`src/rtl/pipe_stage_reg.sv`:
```
// Parametrised inter-stage pipeline register: carries control/data bundles, PC, BD flag,
// exception code and valid, with hold, stall-bubble, flush and a saturating bubble counter.
module pipe_stage_reg #(
    parameter int          CTRL_W          = 16,
    parameter int          DATA_W          = 96,
    parameter bit          BUBBLE_ON_STALL = 1'b1,
    parameter logic [31:0] FLUSH_PC        = 32'h0000_4180,
    parameter int          CNT_W           = 16
) (
    input  logic              clk,
    input  logic              reset,
    input  logic              stall,
    input  logic              hold,
    input  logic              flush,
    input  logic              cnt_clr,
    input  logic [CTRL_W-1:0] ctrl_d,
    input  logic [DATA_W-1:0] data_d,
    input  logic [31:0]       pc_d,
    input  logic              bd_d,
    input  logic [4:0]        exc_d,
    input  logic              valid_d,
    output logic [CTRL_W-1:0] ctrl_q,
    output logic [DATA_W-1:0] data_q,
    output logic [31:0]       pc_q,
    output logic              bd_q,
    output logic [4:0]        exc_q,
    output logic              valid_q,
    output logic [CNT_W-1:0]  bubble_cnt
);

    localparam logic [CNT_W-1:0] CNT_MAX = '1;

    logic freeze;
    logic bubble;

    // In hold-style stages a stall is indistinguishable from a freeze.
    assign freeze = hold || (stall && !BUBBLE_ON_STALL);
    assign bubble = !flush && !hold && stall && BUBBLE_ON_STALL;

    always_ff @(posedge clk) begin
        if (reset) begin
            ctrl_q  <= '0;
            data_q  <= '0;
            pc_q    <= '0;
            bd_q    <= 1'b0;
            exc_q   <= '0;
            valid_q <= 1'b0;
        end else if (flush) begin
            ctrl_q  <= '0;
            data_q  <= '0;
            pc_q    <= FLUSH_PC;
            bd_q    <= 1'b0;
            exc_q   <= '0;
            valid_q <= 1'b0;
        end else if (freeze) begin
            ctrl_q  <= ctrl_q;
            data_q  <= data_q;
            pc_q    <= pc_q;
            bd_q    <= bd_q;
            exc_q   <= exc_q;
            valid_q <= valid_q;
        end else if (stall) begin
            // Bubble keeps PC/BD moving so CP0 still reports a correct EPC for it.
            ctrl_q  <= '0;
            data_q  <= '0;
            pc_q    <= pc_d;
            bd_q    <= bd_d;
            exc_q   <= '0;
            valid_q <= 1'b0;
        end else begin
            ctrl_q  <= ctrl_d;
            data_q  <= data_d;
            pc_q    <= pc_d;
            bd_q    <= bd_d;
            exc_q   <= exc_d;
            valid_q <= valid_d;
        end
    end

    always_ff @(posedge clk) begin
        if (reset || cnt_clr) begin
            bubble_cnt <= '0;
        end else if (bubble && (bubble_cnt != CNT_MAX)) begin
            bubble_cnt <= bubble_cnt + 1'b1;
        end
    end

endmodule

```
`config.mk`:
```
export PLATFORM = sky130hd
export DESIGN_NAME = pipe_stage_reg
export DESIGN_NICKNAME = d
export VERILOG_FILES = /design/src/rtl/pipe_stage_reg.sv
export SDC_FILE = /design/constraint.sdc
export NUM_CORES = 1
export LEC_CHECK = 0
export ABC_CLOCK_PERIOD_IN_PS = 2400
export CELL_PAD_IN_SITES_DETAIL_PLACEMENT = 1
export CELL_PAD_IN_SITES_GLOBAL_PLACEMENT = 1
export CORE_ASPECT_RATIO = 0.6
export CORE_MARGIN = 3
export CORE_UTILIZATION = 25
export DETAILED_ROUTE_END_ITERATION = 10
export GPL_ROUTABILITY_DRIVEN = 0
export GPL_TIMING_DRIVEN = 0
export PLACE_DENSITY = 0.74
export SLEW_MARGIN = 5
export SYNTH_ARGS = -nofsm -noshare
export SYNTH_HDL_FRONTEND = slang
export SYNTH_SLANG_ARGS = --single-unit
```
`constraint.sdc`:
```
create_clock -name clk -period 2.4 [get_ports clk]
set_input_delay 0.72 -clock clk [delete_from_list [all_inputs] [get_ports clk]]
set_output_delay 0.72 -clock clk [all_outputs]
set_load 0.01 [all_outputs]
```
==> flow_summary.json <==
{
  "drc": 0,
  "clk_pin_slew_worst_paths_ns": 0.06,
  "antenna_cells": 0,
  "nets": 1108,
  "clock_latency_ns": 0.43,
  "grt_pass1_wl_um": 37100,
  "fin_crit_ns": 2.24,
  "syn-instance-count": 609,
  "postCtsSetupRepairBufs": 0,
  "ys_ff_latch": 167,
  "ys_seq_area_frac": 0.570,
  "synth_most_common_cell": "dfxtp_1",
  "power.density_nw_per_um2": 638,
  "rsz0062_at_grt": "true",
  "wl_um": 24600,
  "fin_skew_ns": 0.00447,
  "cts.sinks": 167,
  "use_met2": 0.309,
  "synth_top_area_frac": 0.570,
  "dr.pass1.iters": 4,
  "drive_gt1_frac": 0.0447,
  "htreeDepth": 4,
  "grt.busiest_layer": "met2",
  "place_worst_setup_slack_ns": -0.925,
  "irDropWorstVdd_mv": 0.444,
  "seq_area_um2": 3340,
  "synthToLayoutAreaGrowth_pct": 72.3,
  "final_cells": 1271,
  "hpwl_um": 18800,
  "synth_top_cells_by_area": "dfxtp_1 (57%), a22oi_1 (15%), nor2_1 (9.9%), mux2i_1 (5.1%), clkbuf_1 (2.6%)",
  "synth_edf_count": 0,
  "synth-main-ff-cell": "dfxtp_1",
  "antenna_found_initial": 1,
  "num_vias": 6015,
  "grt_max_degree": 17,
  "ys_warn_count": 0,
  "tightestPinTransition_ns": 0.763,
  "fillers": 2530,
  "wl_per_cell_um": 19.3,
  "syn_nets": 767,
  "fmax_mhz": 446,
  "max_stage_delay_ns": 0.48,
  "die_w_um": 204,
  "cts_buffers": 17,
  "arrival_ns": 2.59,
  "num_rows": 42,
  "clk_root_buffer_cell": "clkbuf_16",
  "path_max_fanout": 6,
  "hold_viol": 0,
  "final.setup.worst_slack_ns": 0.157,
  "ys_async_sr_fraction": 0,
  "postRouteAntennaNets": 0,
  "synth_commonest_cells": "dfxtp_1 (167), nor2_1 (155), a22oi_1 (117)",
  "portBuffers": 322,
  "post_drt_via_cell_ratio": 4.73,
  "cts_hold_buf": 0,
  "grt_usage": 0.189,
  "startpoint_type": "primary input",
  "path_cells": "dlygate4sd2_1, or3b_4, or4_4, or4_1, a21oi_1",
  "status": "finished clean",
  "cap_viol_max_count": 0,
  "met1_usage": 0.220,
  "critPathCaptureType": "flip-flop",
  "drv_slew": 0,
  "required_ns": 2.75,
  "cts_buffer_depth": 2,
  "ys_types": 36,
  "syn_avg_cell_area_um2": 9.63,
  "core_um2": 22500,
  "grt_use_met3": 0.0972,
  "setup_viol": 0,
  "finalCritPeriodShare": 0.935,
  "dieArea_um2": 25400,
  "die-height_um": 125,
  "p_leak_nw": 3.57,
  "grt_pass1_vias": 6248,
  "multiInputGateArea_um2": 2350,
  "timing.slew.headroom": 0.491,
  "synth_top_cell_by_area": "dfxtp_1",
  "synth_area_um2": 5870,
  "drt_iter0_markers": 199,
  "cp_slowest_cell": "or4_1",
  "path_class": "primary input to flip-flop",
  "final_util": 0.448,
  "io_pins": 324,
  "cts_tree": "yes",
  "cts_resized": 8,
  "min_path_type": "flip-flop to flip-flop",
  "dp_cells": 1239,
  "grt_overflow": 0,
  "start_util": 0.260
}
[kinds of logic after synthesis]
kind of cell | share of synthesized area
simple gates | 0.155
flops | 0.570
compound gates | 0.189
buf+inv | 0.0333
mux | 0.0512
fa+ha+maj | 0.00213
[flip-flops by register name, indices dropped and copies added, names as in the netlist]
register,cells
valid_q,1
bd_q,1
data_q,96
bubble_cnt,16
pc_q,32
ctrl_q,16
exc_q,5
[layout make-up]
class	instances	area share
Buffer	50	0.0192
Clock buffer	21	0.0456
Clock inverter	11	0.0146
Inverter	2	0.000743
Multi-Input combinational cell	390	0.232
Sequential cell	167	0.331
Tap cell	308	0.0381
Timing Repair Buffer	322	0.319
[per-layer routing]
| layer | vias up | share of wire |
|---|---|---|
| met5 | - | 0.00053 |
| met4 | 2 | 0.012 |
| met3 | 20 | 0.11 |
| met2 | 206 | 0.46 |
| met1 | 2921 | 0.41 |
| li1 | 2866 | - |
[power by group]
part	switching (mW)	total (mW)	internal [mW]	leakage, nW
Clock	1.16	2.86	1.70	0.297
Combinational	0.311	0.726	0.415	1.92
Sequential	0.0330	2.86	2.83	1.35
[cells in the final DEF (no fill, tap or decap), types with 3 or more instances in the layout]
cell	synthesis	final
clkdlybuf4s50_1	0	320
dfxtp_1	167	167
nor2_1	155	154
a22oi_1	117	117
clkbuf_1	41	40
mux2i_1	30	30
clkbuf_16	0	17
a21oi_1	10	10
nand2_1	9	9
or3_1	8	8
buf_1	9	7
or4_1	7	7
nand4_1	6	6
o31ai_1	5	5
clkbuf_2	0	4
nand3_1	4	4
o21ai_0	4	4
nor2b_1	3	3
a211oi_1	3	3
o211ai_1	3	3
clkinv_2	0	3
bufinv_16	0	3
clkinv_4	0	3
[worst max-delay path: cells and delay by family]
family                 cells  cell delay (ns)
AO/OA/AOI/OAI              1             0.17
buffers and inverters      1             0.31
AND/OR/NAND/NOR            3             1.39
[path summary, 6_finish.rpt]
check | start | endpoint | slack [ns] | depth (start not counted)
worst max-delay path | flush | bubble_cnt[13] | 0.16 | 5
worst min-delay path | pc_q[20] | pc_q[20] | 0.50 | 2
worst max register to register | bubble_cnt[0] | bubble_cnt[3] | 0.23 | 6
worst min register to register | pc_q[20] | pc_q[20] | 0.50 | 2
[per-stage QoR]
stage               power (mW)  hold WS [ns]  instance area, um2  TNS (ns)
floorplan                 3.17         0.517                5870         0
global placement          3.64         0.473                9470    -93.92
detailed placement        3.66         0.485                9470   -100.30
CTS                       6.55         0.502               10100         0
global route              6.74         0.531               10100   -0.0172
finish                    6.45         0.496               10100         0
Note: power is estimated with default switching activity, not from simulation.
